===== src/rtl/imem_pkg.sv =====
// Shared types and constants for the instruction-memory loader.
package imem_pkg;

  localparam int unsigned INSTR_W        = 32;
  localparam int unsigned BYTE_W         = 8;
  localparam int unsigned BYTES_PER_WORD = 4;

  typedef enum logic [2:0] {
    ST_IDLE  = 3'd0,
    ST_HDR0  = 3'd1,
    ST_HDR1  = 3'd2,
    ST_DATA  = 3'd3,
    ST_WRITE = 3'd4,
    ST_CSUM  = 3'd5,
    ST_DONE  = 3'd6,
    ST_ERR   = 3'd7
  } state_t;

endpackage


===== src/rtl/byte_word_packer.sv =====
// Byte lane counter and little-endian word assembly; the 4th byte is merged
// combinationally so the full word is available on the same edge it arrives.
module byte_word_packer
  import imem_pkg::*;
(
  input  logic               clk,
  input  logic               rst,
  input  logic               clear,
  input  logic               byte_en,
  input  logic [BYTE_W-1:0]  byte_in,
  output logic [INSTR_W-1:0] word_c,
  output logic               word_ready_c
);

  localparam int unsigned IDX_W = $clog2(BYTES_PER_WORD);
  localparam int unsigned ACC_W = INSTR_W - BYTE_W;

  logic [IDX_W-1:0] idx;
  logic [ACC_W-1:0] acc;

  // Lower lanes are stored; the top lane comes straight from byte_in.
  always_ff @(posedge clk) begin
    if (rst || clear) begin
      idx <= '0;
      acc <= '0;
    end else if (byte_en) begin
      idx <= idx + IDX_W'(1);
      for (int unsigned i = 0; i < BYTES_PER_WORD - 1; i++) begin
        if (idx == IDX_W'(i)) acc[i*BYTE_W +: BYTE_W] <= byte_in;
      end
    end
  end

  assign word_ready_c = byte_en && (idx == IDX_W'(BYTES_PER_WORD - 1));
  assign word_c       = {byte_in, acc};

endmodule


===== src/rtl/imem_loader.sv =====
// Streams a length-prefixed little-endian image into instruction memory and
// holds the CPU until loaded. Optional trailing XOR byte: IMEM_LOADER_CHECKSUM_EN.
module imem_loader
  import imem_pkg::*;
#(
  parameter int unsigned ADDR_W      = 8,
  parameter int unsigned DEPTH_WORDS = 64
) (
  input  logic               Clock,
  input  logic               Reset,
  input  logic               Start,
  input  logic [BYTE_W-1:0]  ByteIn,
  input  logic               ByteValid,
  output logic               ByteReady,
  output logic               IM_WrEn,
  output logic [ADDR_W-1:0]  IM_Addr,
  output logic [INSTR_W-1:0] IM_WrData,
  output logic               CpuHold,
  output logic               Done,
  output logic               Error
);

  localparam int unsigned CNT_W = $clog2(DEPTH_WORDS + 1);

  if (BYTES_PER_WORD * DEPTH_WORDS > (2 ** ADDR_W)) begin : g_addr_range_bad
    $error("imem_loader: DEPTH_WORDS words do not fit in ADDR_W byte address");
  end

  state_t             state, state_nxt;
  logic               accept_c, start_c, data_en_c, word_ready_c;
  logic [INSTR_W-1:0] word_c;
  logic [BYTE_W-1:0]  hdr_lo;
  logic [15:0]        n_c;
  logic [CNT_W-1:0]   remaining;
`ifdef IMEM_LOADER_CHECKSUM_EN
  logic [BYTE_W-1:0]  csum;
`endif

  assign accept_c  = ByteValid && ByteReady;
  assign start_c   = Start && (state inside {ST_IDLE, ST_DONE, ST_ERR});
  assign data_en_c = accept_c && (state == ST_DATA);
  assign n_c       = {ByteIn, hdr_lo};

  byte_word_packer u_packer (
    .clk          (Clock),
    .rst          (Reset),
    .clear        (start_c),
    .byte_en      (data_en_c),
    .byte_in      (ByteIn),
    .word_c       (word_c),
    .word_ready_c (word_ready_c)
  );

  always_ff @(posedge Clock) begin
    if (Reset) state <= ST_IDLE;
    else       state <= state_nxt;
  end

  always_comb begin
    state_nxt = state;
    case (state)
      ST_IDLE, ST_DONE, ST_ERR: if (Start) state_nxt = ST_HDR0;
      ST_HDR0: if (accept_c) state_nxt = ST_HDR1;
      ST_HDR1: begin
        if (accept_c) begin
          if (n_c == '0) begin
`ifdef IMEM_LOADER_CHECKSUM_EN
            state_nxt = ST_CSUM;
`else
            state_nxt = ST_DONE;
`endif
          end else if (n_c > 16'(DEPTH_WORDS)) begin
            state_nxt = ST_ERR;
          end else begin
            state_nxt = ST_DATA;
          end
        end
      end
      ST_DATA: if (word_ready_c) state_nxt = ST_WRITE;
      ST_WRITE: begin
        if (remaining == CNT_W'(1)) begin
`ifdef IMEM_LOADER_CHECKSUM_EN
          state_nxt = ST_CSUM;
`else
          state_nxt = ST_DONE;
`endif
        end else begin
          state_nxt = ST_DATA;
        end
      end
`ifdef IMEM_LOADER_CHECKSUM_EN
      ST_CSUM: if (accept_c) state_nxt = (ByteIn == csum) ? ST_DONE : ST_ERR;
`endif
      default: state_nxt = ST_IDLE;
    endcase
  end

  // Status outputs are registered decodes of the upcoming state.
  always_ff @(posedge Clock) begin
    if (Reset) begin
      ByteReady <= 1'b0;
      IM_WrEn   <= 1'b0;
      CpuHold   <= 1'b0;
      Done      <= 1'b0;
      Error     <= 1'b0;
    end else begin
      ByteReady <= state_nxt inside {ST_HDR0, ST_HDR1, ST_DATA, ST_CSUM};
      IM_WrEn   <= state_nxt == ST_WRITE;
      CpuHold   <= state_nxt inside {ST_HDR0, ST_HDR1, ST_DATA, ST_WRITE,
                                     ST_CSUM, ST_ERR};
      Done      <= state_nxt == ST_DONE;
      Error     <= state_nxt == ST_ERR;
    end
  end

  always_ff @(posedge Clock) begin
    if (Reset) begin
      IM_Addr   <= '0;
      IM_WrData <= '0;
      hdr_lo    <= '0;
      remaining <= '0;
    end else begin
      if (start_c) IM_Addr <= '0;
      if (accept_c && state == ST_HDR0) hdr_lo <= ByteIn;
      if (accept_c && state == ST_HDR1) remaining <= CNT_W'(n_c);
      if (word_ready_c) IM_WrData <= word_c;
      if (state == ST_WRITE) begin
        IM_Addr   <= IM_Addr + ADDR_W'(BYTES_PER_WORD);
        remaining <= remaining - CNT_W'(1);
      end
    end
  end

`ifdef IMEM_LOADER_CHECKSUM_EN
  always_ff @(posedge Clock) begin
    if (Reset || start_c) csum <= '0;
    else if (data_en_c)   csum <= csum ^ ByteIn;
  end
`endif

endmodule


===== config.mk =====
export PLATFORM = sky130hd
export DESIGN_NAME = imem_loader
export DESIGN_NICKNAME = d
export VERILOG_FILES = /design/src/rtl/imem_pkg.sv /design/src/rtl/byte_word_packer.sv /design/src/rtl/imem_loader.sv
export SDC_FILE = /design/constraint.sdc
export NUM_CORES = 1
export LEC_CHECK = 0
export BUFFER_PORTS_ARGS = -buffer_cell sky130_fd_sc_hd__buf_2
export CORE_UTILIZATION = 60
export DETAILED_ROUTE_END_ITERATION = 6
export PLACE_DENSITY = 0.84
export REMOVE_ABC_BUFFERS = 1
export SLEW_MARGIN = 20
export SYNTH_ARGS = -nofsm -noshare
export SYNTH_HDL_FRONTEND = slang
export SYNTH_SLANG_ARGS = --single-unit

===== constraint.sdc =====
create_clock -name Clock -period 3.8 [get_ports Clock]
set_input_delay 0.76 -clock Clock [delete_from_list [all_inputs] [get_ports Clock]]
set_output_delay 0.76 -clock Clock [all_outputs]
set_load 0.01 [all_outputs]

[Yosys cells after proc, flatten, opt, wreduce, memory -nomap -nowiden]
Index checks and enable logic that the tools add are counted.
Operators by class
  magnitude comparators: 1
  mux-type cells: 12
  multiply operators: 0
  bitwise gates (word level): 0
  reduce and logical (&&, ||, !) cells: 19
  shift operators: 0
  equality and inequality tests: 17
  add/subtract/negate cells: 3
  divide/modulo/power cells: 0
Operators by type and width (number)
  3-bit == test, second input constant: 7
  3-bit 2-to-1 mux: 7
  16-bit by 7-bit greater-than comparator with 1-bit output, second input constant: 1
  16-bit logical NOT: 1
  8-bit 2-to-1 mux: 2
  3-bit one-hot mux with 5 select lines: 1
  7-bit 2-to-1 mux: 2
  3-bit by 2-bit == test with 1-bit output, second input constant: 4
  8-bit by 3-bit adder with 8-bit output, second input constant: 1
  7-bit by 1-bit == test with 1-bit output, second input constant: 1
  7-bit by 1-bit subtractor with 7-bit output, second input constant: 1
  3-bit by 1-bit == test with 1-bit output, second input constant: 2
  1-bit logical AND: 6
  2-bit AND reduction: 3
  6-bit nonzero test: 1
  2-bit == test, second input constant: 2
  2-bit nonzero test: 2
  4-bit nonzero test: 1
  3-bit logical NOT: 1
  3-bit nonzero test: 1
  3-bit OR reduction: 1
  2-bit by 1-bit adder with 2-bit output, second input constant: 1
  2-bit by 1-bit == test with 1-bit output, second input constant: 1
  2-bit logical NOT: 1
  1-bit logical OR: 1
Storage, ports and cells
  RAM bits: 0
  memories: 0
  register bits after elaboration: 89
  memory bits (read-only): 0
  bits in latches: 0
  output and inout port bits: 45
  bits of input ports: 12

[Logic depth before layout (Yosys ltp)]
  depth in word-level cells: 7
  mapped depth: 7
  mapped depth without buffers: 6

[Cells and area by module]
A second synthesis with hierarchy kept.
Unflattened totals
  cells, all modules: 407
  area total of the unflattened synthesis: 3991.3 sq um
By module, submodules not included
  imem_loader: times used 1, cells an instance 274, area an instance 2601.2 sq um
  byte_word_packer: times used 1, cells an instance 133, area an instance 1390.1 sq um

[Least setup slack after synthesis]
Ideal clock, no wire load.
  path kind: input -> register
  from: input port ByteIn[3]
  to: register Error
  arrival time: 1.935 ns
  stages: 5
  data required time: 3.661 ns
  path buffers: 0
  path slack: 1.727 ns
  cell sequence: nor4_2 nand2_1 or4b_4 a31oi_4 a2111oi_0
Between the ends
  longest elaborated chain between the ends: 6
Ends and longest elaborated chain
  from (decl): RTL line imem_loader.sv:12  | input logic [BYTE_W-1:0] ByteIn,
  16-bit by 7-bit greater-than comparator with 1-bit output: RTL line imem_loader.sv:72  | end else if (n_c > 16'(DEPTH_WORDS)) begin
  3-bit 2-to-1 mux: RTL line imem_loader.sv:72
  3-bit 2-to-1 mux (*): RTL line imem_loader.sv:66  | if (n_c == '0) begin
  3-bit 2-to-1 mux (*): RTL line imem_loader.sv:65  | if (accept_c) begin
  3-bit one-hot mux with 5 select lines (*): RTL line imem_loader.sv:61  | case (state)
  3-bit == test (*): RTL line imem_loader.sv:112  | Error <= state_nxt == ST_ERR;
  to (signal assigned): RTL line imem_loader.sv:105  | Error <= 1'b0;
  to (signal assigned): RTL line imem_loader.sv:112
  to (decl): RTL line imem_loader.sv:20  | output logic Error
Mark *: on every way between the ends. The rest lies on a longest branch, timed or not.
A chain may end at the register's enable or synchronous reset.

[Final worst setup path]
  from: register state[0]
  to: register IM_WrData[9]
Between the ends
  longest elaborated chain between the ends: 3
Ends and longest elaborated chain
  from (decl): RTL line imem_loader.sv:29  | state_t state, state_nxt;
  from (signal assigned): RTL line imem_loader.sv:56  | else state <= state_nxt;
  3-bit by 2-bit == test with 1-bit output: RTL line imem_loader.sv:41  | assign data_en_c = accept_c && (state == ST_DATA);
  1-bit logical AND: RTL line imem_loader.sv:41
  1-bit logical AND: RTL line byte_word_packer.sv:34  | assign word_ready_c = byte_en && (idx == IDX_W'(BYTES_PER_WORD - 1));
  to (signal assigned): RTL line imem_loader.sv:126  | if (word_ready_c) IM_WrData <= word_c;
  to (decl): RTL line imem_loader.sv:17  | output logic [INSTR_W-1:0] IM_WrData,
No other way between the ends.

==> summary.md <==
| Metric | Value |
|---|---|
| Critical-path top delay cell | dfxtp_1 |
| Clock Root Buffer | clkbuf_8 |
| Flop and latch count out of synthesis | 87 |
| Post-layout min period | 2410 ps |
| Setup Buffers After CTS | 0 |
| Largest stage delay on the critical path | 580 ps |
| Antenna-violating nets left | 0 |
| HPWL after DPL | 5300 um |
| Sort of element at the start of the critical path | flop |
| Number of synthesized flops with an enable pin | 0 |
| H-tree Lvls | 3 |
| Antenna violations before repair | 0 |
| Dominant cell type by area after synthesis | dfxtp_1 |
| Post-cts resize count | 0 |
| Count of port buffers added during placement | 54 |
| Ys flop type | dfxtp_1 |
| Layout net count | 492 |
| Die W | 79.2 um |
| Total power density per cell area | 410 nW/um^2 |
| Max Freq | 415 MHz |
| Per-cell routed wire length | 14.1 um |
| Antenna cells | 0 |
| Total of endpoints with negative setup slack in the final report | 0 |
| Number of buffers added by the clock tree synthesis step | 9 |
| Critical path start-end classification | flop to flop |
| Final number of max-transition violations | 0 |
| Worst IR drop on VDD | 0.373 mV |
| Area share of the leading cell type in the synthesized netlist | 0.487 |
| Data arrival at the endpoint of the critical path | 2630 ps |
| Effective utilization at floorplan | 0.637 |
| Standard cell core area | 5610 um^2 |
| Syn_area_per_cell | 8.27 um^2 |
| Drt first-iter violations | 231 |
| Number of buffer and inverter stages on the critical path | 2 |
| Most frequent cells after synthesis | nand2_1, dfxtp_1, a21oi_1 |
| Number of detailed-routing iterations run before antenna repair | 4 |
| Count of yosys warnings during synthesis | 0 |
| Accumulated negative setup slack | 0 ps |
| Most frequently used cell type in the post-synthesis netlist | nand2_1 |
| Data required time of the worst path | 4020 ps |
| Hold_buf cts | 0 |
| Number of core rows | 27 |
| Status | complete, no violations |
| Clock net sink count | 87 |
| Maximum number of pins on one net before global-route repair | 37 |
| Routability cong. | 0.818 |
| Filler-free cell count of the finished design | 550 |
| Register clock-pin slew on the reported worst setup and hold paths | 80 ps |
| Slew Limit Headroom | 0.448 |
| Leakage power total | 0.00149 uW |
| Cells along the critical path | nand2b_1, nor2_2, buf_4, nand2_1, buf_4, nand2_1, a21oi_1 |
| Cells after synthesis | 432 |
| CTS Buffer Depth | 2 |
| Ports | 57 |
| Post-route DRC violation count | 0 |
| Class of the tightest hold or removal check | flop to flop |
| Number of vias in the routed layout | 3135 |
| Post-detailed-route via-to-cell ratio | 5.70 |
| Clock tree from TritonCTS | built |
| Hold violation total from the final report | 0 |
| DP Cell Count | 534 |
| Layout cells sized above 1 | 0.184 |
| Synth top area cells | dfxtp_1, nand2_1, a21oi_1 |
| Overall global routing resource usage | 0.264 |
| Category of cells accounting for the largest share of critical-path delay | simple AND/OR/NAND/NOR gates |
| Largest driver fanout on the critical path | 32 |
| Post-route clock period utilization | 0.634 |
| Unrepaired setup endpoints after global routing | false |
| Max-cap check violation count | 0 |
| Worst-case clock skew | 5.55 ps |
| Die Height | 79.2 um |
| Count of different cell masters after synthesis | 49 |
| GRT overflow | 0 |
| Layout area overhead | 13.1% |
| First-pass GRT wire length | 13000 um |
| Routed WL | 7740 um |
| Seq/Total Area, Yosys | 0.487 |
| Share of async-settable or async-resettable flops after synthesis | 0 |
| Slew at the pin closest to its max-slew limit | 828 ps |
| Number of global-route vias before repair | 2803 |
| Die outline area | 6270 um^2 |
| Synth Cell Area | 3570 um^2 |
| Clk Latency, worst-skew pair | 340 ps |
| Setup crit end kind | flop |
-- cell usage in the layout, fill, tap and decap left out, types with 5 or more instances in the layout --
| master | netlist | final |
|---|---|---|
| o21ai_0 | 5 | 5 |
| a31oi_1 | 6 | 6 |
| inv_1 | 7 | 7 |
| nand3_1 | 28 | 28 |
| ha_1 | 7 | 7 |
| nor3_1 | 6 | 6 |
| nand2_1 | 100 | 100 |
| buf_2 | 10 | 54 |
| buf_4 | 3 | 5 |
| mux2i_1 | 8 | 8 |
| dfxtp_1 | 87 | 87 |
| or3_1 | 6 | 6 |
| clkbuf_8 | 0 | 10 |
| a21oi_1 | 64 | 64 |
| nor2_1 | 30 | 29 |
-- worst reg2reg max path, stage by stage, from the launching register on --
cell and delay (ps):
dfxtp_1 580, nand2b_1 230, nor2_2 150, buf_4 290, nand2_1 500, buf_4 390
nand2_1 90, a21oi_1 60
-- where the power goes --
group | switching [uW] | leakage, uW | internal [uW]
sequential | 12.4 | 0.000702 | 919
clock | 316 | 0.0000932 | 325
combinational | 56.9 | 0.000696 | 27.0
-- per-stage QoR --
stage	utilization	total power (uW)	worst slack [ps]	hold slack, ps	area [um^2]
2_1_floorplan	-	993	464	426	3440
3_3_place_gp	0.685	1030	1270	440	3840
3_5_place_dp	0.685	1030	1210	446	3840
4_1_cts	0.720	1670	1430	457	4040
5_1_grt	0.720	1720	1210	470	4040
6_report	0.720	1660	1390	455	4040
-- registers in the layout, summed over array words and instances, names as in the netlist --
name          count
IM_WrData        32
u_packer.acc     24
hdr_lo            8
remaining         7
IM_Addr           6
state             3
u_packer.idx      2
ByteReady         1
CpuHold           1
Done              1
Error             1
IM_WrEn           1
-- final timing paths --
check,startpoint,endpoint,slack [ps],cells past startpoint
max,state[0],IM_WrData[9],1390,7
min,IM_WrData[18],IM_WrData[18],460,2
max reg2reg,state[0],IM_WrData[9],1390,7
min reg2reg,IM_WrData[18],IM_WrData[18],460,2
-- final cells by class --
type | instances | area (um^2)
inverters | 7 | 26.3
repair buffers | 59 | 308
clock inverters | 4 | 53.8
well taps | 72 | 90.1
flip-flops and latches | 87 | 1740
clock buffers | 12 | 145
multi-input cells | 309 | 1680
fillers | 467 | 1570
-- logic make-up (layout without fill, tap and decap cells) --
group	after synthesis	in the layout	share of synthesized area
compound gates	96	96	0.160
xor+xnor	1	1	0.00245
fa+ha+maj	7	7	0.0245
buf+inv	37	82	0.0455
flops	87	87	0.487
mux	9	9	0.0256
other cells	1	2	0.00105
simple gates	194	194	0.253
-- per-layer routing --
| metal | vias to the layer above | share of wire | GRT usage |
|---|---|---|---|
| li1 | 1563 | - | - |
| met1 | 1461 | 0.46 | 0.360 |
| met2 | 102 | 0.47 | 0.422 |
| met3 | 9 | 0.060 | 0.0448 |
| met4 | 0 | 0.013 | 0.0927 |
| met5 | - | 0 | 0 |
Note: power is estimated with default switching activity, not from simulation.
